`src/rtl/ws2812_pkg.sv`:
```
// Shared types, default timing and pixel conversion for the WS2812 frame-buffer reader.
package ws2812_pkg;

  typedef enum logic [2:0] {
    ST_IDLE    = 3'd0,
    ST_FETCH0  = 3'd1,
    ST_CAPTURE = 3'd2,
    ST_SEND    = 3'd3,
    ST_LATCH   = 3'd4,
    ST_DONE    = 3'd5
  } state_t;

  localparam int DEF_NUM_LEDS = 256;
  localparam int DEF_T0H      = 11;
  localparam int DEF_T1H      = 22;
  localparam int DEF_T_BIT    = 34;
  localparam int DEF_T_LATCH  = 2160;

  // Channel widening replicates the top bits so full-scale stays full-scale.
  function automatic logic [23:0] rgb565_to_grb888(input logic [15:0] i_word);
    return {i_word[10:5], i_word[10:9],
            i_word[15:11], i_word[15:13],
            i_word[4:0], i_word[4:2]};
  endfunction

endpackage

```
`src/rtl/ws2812_bit_encoder.sv`:
```
// Generates one WS2812 bit period: high for T0H/T1H cycles, low for the rest of T_BIT.
module ws2812_bit_encoder
  import ws2812_pkg::*;
#(
  parameter int T0H   = DEF_T0H,
  parameter int T1H   = DEF_T1H,
  parameter int T_BIT = DEF_T_BIT
) (
  input  logic clk,
  input  logic reset,
  input  logic bit_start,
  input  logic bit_val,
  output logic bit_last,
  output logic ws_dout
);

  localparam int CW = $clog2(T_BIT);
  localparam logic [CW-1:0] C_LAST = CW'(T_BIT - 1);
  localparam logic [CW-1:0] C_T0H  = CW'(T0H);
  localparam logic [CW-1:0] C_T1H  = CW'(T1H);

  logic [CW-1:0] r_cnt;
  logic          r_val;
  logic          r_active;
  logic          r_dout;
  logic [CW-1:0] w_cnt_next;
  logic [CW-1:0] w_th;

  // High-time threshold for the bit in flight and the next count value.
  always_comb begin
    w_cnt_next = r_cnt + {{(CW-1){1'b0}}, 1'b1};
    if (r_val) begin
      w_th = C_T1H;
    end else begin
      w_th = C_T0H;
    end
  end

  // A new bit_start restarts the period even in the last cycle of the previous one.
  always_ff @(posedge clk or posedge reset) begin
    if (reset) begin
      r_cnt    <= '0;
      r_val    <= 1'b0;
      r_active <= 1'b0;
      r_dout   <= 1'b0;
    end else if (bit_start) begin
      r_cnt    <= '0;
      r_val    <= bit_val;
      r_active <= 1'b1;
      r_dout   <= 1'b1;
    end else if (r_active) begin
      if (r_cnt == C_LAST) begin
        r_cnt    <= '0;
        r_active <= 1'b0;
        r_dout   <= 1'b0;
      end else begin
        r_cnt  <= w_cnt_next;
        r_dout <= (w_cnt_next < w_th);
      end
    end else begin
      r_dout <= 1'b0;
    end
  end

  assign bit_last = r_active && (r_cnt == C_LAST);
  assign ws_dout  = r_dout;

endmodule

```
`src/rtl/ws2812_frame_reader.sv`:
```
// Scans the frame buffer, expands RGB565 to GRB888 and streams a full WS2812 frame plus latch gap.
module ws2812_frame_reader
  import ws2812_pkg::*;
#(
  parameter int NUM_LEDS = DEF_NUM_LEDS,
  parameter int T0H      = DEF_T0H,
  parameter int T1H      = DEF_T1H,
  parameter int T_BIT    = DEF_T_BIT,
  parameter int T_LATCH  = DEF_T_LATCH
) (
  input  logic        clk,
  input  logic        reset,
  input  logic        start,
  output logic        busy,
  output logic        done,
  output logic [11:0] mem_addr,
  output logic        mem_ce,
  input  logic [15:0] mem_dout,
  output logic        ws_dout
);

  localparam int LW = $clog2(T_LATCH + 1);
  localparam logic [11:0]   C_LAST_LED   = 12'(NUM_LEDS - 1);
  localparam logic [LW-1:0] C_LATCH_LAST = LW'(T_LATCH - 1);

  state_t        r_state;
  logic [23:0]   r_shift;
  logic [23:0]   r_pix_next;
  logic [4:0]    r_bit_idx;
  logic [11:0]   r_led;
  logic [11:0]   r_mem_addr;
  logic          r_mem_ce;
  logic          r_cap;
  logic          r_busy;
  logic          r_done;
  logic [LW-1:0] r_latch_cnt;

  logic [23:0]   w_px;
  logic          w_bit_start;
  logic          w_bit_val;
  logic          w_bit_last;
  logic          w_last_bit;
  logic          w_last_led;
  logic          w_more_prefetch;

  // Decide when the encoder starts the next bit and which value it carries.
  always_comb begin
    w_px            = rgb565_to_grb888(mem_dout);
    w_last_bit      = (r_bit_idx == 5'd0);
    w_last_led      = (r_led == C_LAST_LED);
    w_more_prefetch = ((r_led + 12'd1) != C_LAST_LED);
    w_bit_start     = 1'b0;
    w_bit_val       = 1'b0;
    case (r_state)
      ST_CAPTURE: begin
        w_bit_start = 1'b1;
        w_bit_val   = w_px[23];
      end
      ST_SEND: begin
        if (w_bit_last && !w_last_bit) begin
          w_bit_start = 1'b1;
          w_bit_val   = r_shift[22];
        end else if (w_bit_last && !w_last_led) begin
          w_bit_start = 1'b1;
          w_bit_val   = r_pix_next[23];
        end else begin
          w_bit_start = 1'b0;
          w_bit_val   = 1'b0;
        end
      end
      default: begin
        w_bit_start = 1'b0;
        w_bit_val   = 1'b0;
      end
    endcase
  end

  // Frame sequencing: initial fetch, per-LED prefetch at bit 23, shifting, latch gap.
  always_ff @(posedge clk or posedge reset) begin
    if (reset) begin
      r_state     <= ST_IDLE;
      r_shift     <= 24'd0;
      r_pix_next  <= 24'd0;
      r_bit_idx   <= 5'd0;
      r_led       <= 12'd0;
      r_mem_addr  <= 12'd0;
      r_mem_ce    <= 1'b0;
      r_cap       <= 1'b0;
      r_busy      <= 1'b0;
      r_done      <= 1'b0;
      r_latch_cnt <= '0;
    end else begin
      r_cap    <= r_mem_ce;
      r_mem_ce <= 1'b0;
      r_done   <= 1'b0;
      case (r_state)
        ST_IDLE: begin
          if (start) begin
            r_state    <= ST_FETCH0;
            r_busy     <= 1'b1;
            r_mem_ce   <= 1'b1;
            r_mem_addr <= 12'd0;
            r_led      <= 12'd0;
          end
        end
        ST_FETCH0: begin
          r_state <= ST_CAPTURE;
        end
        ST_CAPTURE: begin
          r_shift   <= w_px;
          r_bit_idx <= 5'd23;
          r_state   <= ST_SEND;
          if (!w_last_led) begin
            r_mem_ce   <= 1'b1;
            r_mem_addr <= 12'd1;
          end
        end
        ST_SEND: begin
          if (r_cap) begin
            r_pix_next <= w_px;
          end
          if (w_bit_last) begin
            if (!w_last_bit) begin
              r_shift   <= {r_shift[22:0], 1'b0};
              r_bit_idx <= r_bit_idx - 5'd1;
            end else if (!w_last_led) begin
              r_shift   <= r_pix_next;
              r_bit_idx <= 5'd23;
              r_led     <= r_led + 12'd1;
              if (w_more_prefetch) begin
                r_mem_ce   <= 1'b1;
                r_mem_addr <= r_led + 12'd2;
              end
            end else begin
              r_state     <= ST_LATCH;
              r_latch_cnt <= '0;
            end
          end
        end
        ST_LATCH: begin
          if (r_latch_cnt == C_LATCH_LAST) begin
            r_state <= ST_DONE;
            r_done  <= 1'b1;
          end else begin
            r_latch_cnt <= r_latch_cnt + {{(LW-1){1'b0}}, 1'b1};
          end
        end
        ST_DONE: begin
          r_state <= ST_IDLE;
          r_busy  <= 1'b0;
        end
        default: begin
          r_state <= ST_IDLE;
          r_busy  <= 1'b0;
        end
      endcase
    end
  end

  ws2812_bit_encoder #(
    .T0H   (T0H),
    .T1H   (T1H),
    .T_BIT (T_BIT)
  ) u_enc (
    .clk       (clk),
    .reset     (reset),
    .bit_start (w_bit_start),
    .bit_val   (w_bit_val),
    .bit_last  (w_bit_last),
    .ws_dout   (ws_dout)
  );

  assign busy     = r_busy;
  assign done     = r_done;
  assign mem_addr = r_mem_addr;
  assign mem_ce   = r_mem_ce;

endmodule

```
`config.mk`:
```
export PLATFORM = sky130hd
export DESIGN_NAME = ws2812_frame_reader
export DESIGN_NICKNAME = d
export VERILOG_FILES = /design/src/rtl/ws2812_pkg.sv /design/src/rtl/ws2812_bit_encoder.sv /design/src/rtl/ws2812_frame_reader.sv
export SDC_FILE = /design/constraint.sdc
export NUM_CORES = 1
export LEC_CHECK = 0
export ABC_AREA = 1
export BUFFER_PORTS_ARGS = -buffer_cell sky130_fd_sc_hd__buf_4
export CORE_MARGIN = 3
export CORE_UTILIZATION = 60
export CTS_CLUSTER_SIZE = 8
export DETAILED_ROUTE_END_ITERATION = 12
export GPL_TIMING_DRIVEN = 0
export PLACE_DENSITY_LB_ADDON = 0.15
export SLEW_MARGIN = 5
export SYNTH_ARGS = -nofsm -noshare
export SYNTH_HDL_FRONTEND = slang
export SYNTH_SLANG_ARGS = --single-unit
```
`constraint.sdc`:
```
create_clock -name clk -period 7.2 [get_ports clk]
set_input_delay 1.8 -clock clk [delete_from_list [all_inputs] [get_ports clk]]
set_output_delay 1.8 -clock clk [all_outputs]
set_load 0.03 [all_outputs]
```
# ---- Word level (Yosys, flattened, before mapping)
# Index checks and enable logic that the tools add are counted.
dict set report totals {
  register_bits 104
  out_inout_bits 16
  input_bits 19
}
dict set report classes {
  reduce_logical 20
  n_addsub 5
  magnitude_cmp 1
  n_eq_ne 18
  n_bitwise 1
  mux 57
}
# cell count
set op_table {}
lappend op_table {{$mux 12} 13}
lappend op_table {{$mux 23} 3}
lappend op_table {{$pmux 12 s2} 2}
lappend op_table {{$pmux 23 s2} 1}
lappend op_table {{$pmux 12 s3} 1}
lappend op_table {{$add 12x1->12 const B} 2}
lappend op_table {{$mux 5} 4}
lappend op_table {{$mux 1} 19}
lappend op_table {{$mux 6} 3}
lappend op_table {{$ne 2x2->1 const B} 9}
lappend op_table {{$mux 3} 5}
lappend op_table {{$pmux 3 s5} 1}
lappend op_table {{$reduce_and 5->1} 3}
lappend op_table {{$add 12x2->12 const B} 1}
lappend op_table {{$eq 12x12->1 const B} 1}
lappend op_table {{$eq 12x8->1 const B} 1}
lappend op_table {{$ne 12x8->1 const B} 1}
lappend op_table {{$pmux 5 s2} 1}
lappend op_table {{$reduce_bool 2->1} 4}
lappend op_table {{$reduce_and 7->1} 1}
lappend op_table {{$add 6x1->6 const B} 1}
lappend op_table {{$eq 3x2->1 const B} 2}
lappend op_table {{$eq 6x6->1 const B} 1}
lappend op_table {{$lt 6x5->1} 1}
lappend op_table {{other kinds (15)} 21}

# ---- Depth between registers and ports, before layout
dict set report logic_depth {
  word_depth 7
  mapped_depth 13
}

# ---- Hierarchy
# Synthesis repeated with hierarchy kept, for this count alone.
dict set report unflattened {
  hier_cells 687
  hier_area_um2 5479.0
}
# mod cells_each area_per_inst_um2 instances seq_area_each_um2
set by_module_without_submodules {}
lappend by_module_without_submodules {ws2812_frame_reader 616 4923.5 1 2177.1}
lappend by_module_without_submodules {ws2812_bit_encoder 71 555.5 1 225.2}

# ---- Worst setup path after synthesis
# Ideal clock, no wire load.
dict set report synth_timing {
  kind {input-to-reg}
  start {in start}
  end {reg r_led[10]}
  path_stages 8
  t_arrival_ns 2.539
  path_slack_ns 4.535
  setup_time_ns 0.125
  path_buffers 1
  cell_sequence {inv_1 > nand2_1 > nand2_1 > nor2_1 > nand2_1 > inv_2 > buf_2 > o22ai_1}
}
dict set report synth_between {
  elab_chain_len 2
}
# element line_no
set synth_rtl {}
lappend synth_rtl {{start: declaration} ws2812_frame_reader.sv:13} ;# input logic start,
lappend synth_rtl {{$ne 2x2->1 (no source line)} n/a}
lappend synth_rtl {{$reduce_and 5->1 (no source line)} n/a}
lappend synth_rtl {{end signal: assignment} ws2812_frame_reader.sv:129} ;# r_led <= r_led + 12'd1;
lappend synth_rtl {{end: declaration} ws2812_frame_reader.sv:30} ;# logic [11:0] r_led;
# No other way between the ends.
# A chain may end at the register's enable or synchronous reset.

# ---- Worst setup path in the final report
dict set report layout_timing {
  start {reg r_mem_addr[3] (netlist: mem_addr[3])}
  end {out mem_addr[3]}
}
# element line_no
set layout_lines {}
lappend layout_lines {{start: declaration} ws2812_frame_reader.sv:31} ;# logic [11:0] r_mem_addr;
lappend layout_lines {{start signal: assignment} ws2812_frame_reader.sv:132} ;# r_mem_addr <= r_led + 12'd2;
lappend layout_lines {{end: declaration} ws2812_frame_reader.sv:16} ;# output logic [11:0] mem_addr,
# No word-level cell between the ends.

==> results.yml <==
setup_path:
  crit_slowest_cell: "dfrtp_1"
  worstPathArrival_ps: 950
  cp_max_fo: 2
  ff2ff_path_depth: 10
  start_kind: "register"
  cp_num_cells: 1
  critPathRequiredTime_ps: 5400
  crit_chain: "buf_4"
  cpLargestDelayFamily: "flip-flops"
  endpoint_kind: "output port"
  timing.critical_path.buf_inv: 1
  cpPeakStageDelay_ps: 410
  timing_worst_setup_path_type: "reg -> out"
timing:
  finalCritPeriodShare_pct: 38.2
  finalClockSkew_ps: 16.5
  whs_ps: 398
  maxSlewViolCount: 0
  hold_viol: 0
  post-route-min-period_ps: 2750
  rsz0062_at_grt: "no"
  tightestPinTransition_ps: 527
  slew_headroom_pct: 64.9
  tns_ps: 0
  final-setup-viol-count: 0
  fmaxAchievable_mhz: 364
floorplanning:
  core_um2: 8260
  die-area_um2: 9700
  rows: 33
  die_w_um: 98.5
  ios: 35
  start_util_pct: 62.1
  die_y_um: 98.5
clock_network:
  cts_setup_buffers: 0
  htreeDepth: 3
  clkTransAtPathRegs_ps: 100
  clock-sinks: 96
  ctsResizeCount: 0
  hold_buffers: 0
  cts_inserted_buffers: 9
  clk_latency_ps: 370
  cts_tree: "yes"
  cts-root-buf: "clkbuf_8"
  max-clock-path-buffers: 2
drt:
  antenna_left: 0
  first_pass_iters: 5
  vias_per_cell: 5.77
  via_count: 4562
  wl_per_cell_um: 15.5
  drt_iter0_drc: 237
  drc: 0
  totalWireLength_um: 12200
final_layout:
  multiInputGateArea_um2: 2310
  fin_nets: 710
  fillers: 656
  diodes: 0
  seq_area_um2: 2400
  syn2layout_area_growth_pct: 11.9
  drive_gt1_share_pct: 13.0
pwr:
  p_clk_share_pct: 17.1
  p_int_mw: 1.18
  seqPwrFrac_pct: 39.4
  p_leak_nw: 2.79
  comb_power_share_pct: 43.5
  max-vdd-ir-drop_v: 0.000209
  swShare_pct: 43.5
  powerDensity_nw_per_um2: 363
  switchingPower_uw: 907
logic_synthesis:
  ys_types: 37
  yosysSeqAreaShare_pct: 46.8
  syn_inst: 635
  synth_seq_cells: 96
  synth_area_um2: 5130
  synthFlopType: "dfrtp_1"
  syn-num-nets: 664
  ys_warn_count: 0
  synth_area_leader_cell: "dfrtp_1"
  synth_top_area_share_pct: 46.8
  avgSynthCellArea_um2: 8.08
  synth-edff-count: 0
  synth_area_leaders: "dfrtp_1, nand2_1, o21ai_0"
  ys_async_sr_fraction_pct: 100
placement:
  io_buffer_count: 34
  place.gp.congestion: 0.954
  hpwl_um: 8760
global_route:
  grt_usage_pct: 26.8
  grt_overflow: 0
  grt_pass1_vias: 4557
  grt_start_max_net_pins: 68
  antenna_found_initial: 0
  grt_pass1_wl_um: 21300
min_path:
  hold_path_depth: 0
  hold_path_class: "reg -> reg"
job:
  cap_violations: 0
status:
  status: "finished clean"
==> Yosys cell counts, types with 2 or more instances <==
cell type and number:
a21oi_1 17, a221oi_1 21, buf_2 8, buf_4 3
buf_6 6, clkbuf_1 6, dfrtp_1 96, ha_1 10
inv_1 66, nand2_1 142, nand2_2 4, nand3_1 60
nand3_2 5, nand4_1 14, nor2_1 57, nor2_2 5
nor3_1 7, o21ai_0 63, o21ai_1 4, o22ai_1 3
o31ai_1 6, or2_2 2, xnor2_1 2, xor2_1 15
==> cell families (layout without fill, tap and decap cells) <==
logic type	Yosys count	count (layout)	share of synthesized area (%)
compound gates	120	120	13.9
xor+xnor	17	17	2.90
fa+ha+maj	10	10	2.44
buf+inv	92	143	8.12
flops	96	96	46.8
mux	1	1	0.219
simple gates	299	299	25.6
==> cells in the final DEF, fill, tap and decap left out, drive strengths merged, types with 6 or more instances in the layout <==
| cell type | n |
|---|---|
| nor3 | 7 |
| nand2 | 146 |
| buf | 52 |
| clkbuf | 18 |
| dfrtp | 96 |
| o31ai | 6 |
| a221oi | 21 |
| a21oi | 17 |
| xor2 | 15 |
| inv | 68 |
| nor2 | 63 |
| ha | 10 |
| nand4 | 14 |
| nand3 | 65 |
| o21ai | 67 |
==> state kept, by name (all words and copies together), names as in the netlist <==
name and count:
r_shift 23, r_pix_next 16, mem_addr 12, r_latch_cnt 12, r_led 12, u_enc.r_cnt 6, r_bit_idx 5, r_state 3
busy 1, done 1, mem_ce 1, r_cap 1, u_enc.r_active 1, u_enc.r_val 1, u_enc.ws_dout 1
==> per-layer routing <==
| layer | global-route usage [%] | up-vias | routed length [um] |
|---|---|---|---|
| met5 | 0 | - | 0 |
| met3 | 6.09 | 17 | 773 |
| met2 | 44.5 | 139 | 5960 |
| met4 | 6.83 | 0 | 148 |
| met1 | 36.0 | 2186 | 5360 |
| li1 | - | 2220 | - |
==> cell type report <==
| class | count | share of cell area [%] |
|---|---|---|
| tap | 105 | 2.29 |
| inverter | 67 | 4.42 |
| sequential | 96 | 41.8 |
| timing repair buffer | 35 | 4.92 |
| buffer | 25 | 2.88 |
| multi-input combinational | 447 | 40.3 |
| clock inverter | 6 | 1.18 |
| clock buffer | 10 | 2.22 |
==> stage by stage <==
stage	total power, mW	setup WS, ps	area (um^2)	std cells	util [%]
after floorplan	1.46	2890	5130	635	-
after global placement	1.69	1800	5520	774	66.8
after detailed placement	1.73	4170	5550	775	67.2
after CTS	2.09	4440	5740	791	69.5
after global routing	2.25	4420	5740	791	69.5
final	2.09	4450	5740	791	69.5
==> power by group through the flow <==
stage / sequential (mW) / clock (mW) / combinational, mW
2_1_floorplan: 0.817 / 0 / 0.646
3_3_place_gp: 0.822 / 0 / 0.864
3_5_place_dp: 0.826 / 0 / 0.902
4_1_cts: 0.820 / 0.362 / 0.906
5_1_grt: 0.841 / 0.386 / 1.02
6_report: 0.823 / 0.357 / 0.907
==> path summary, 6_finish.rpt <==
| kind | startpoint | to | slack (ps) |
|---|---|---|---|
| max | mem_addr[3] | mem_addr[3] | 4450 |
| min | mem_ce | r_cap | 400 |
| max reg2reg | r_led[0] | mem_addr[9] | 4920 |
| min reg2reg | mem_ce | r_cap | 400 |
| max in group asynchronous | reset | mem_addr[9] | 5120 |
| min in group asynchronous | reset | u_enc.r_cnt[3] | 1430 |
(Power assumes the default switching activity.)
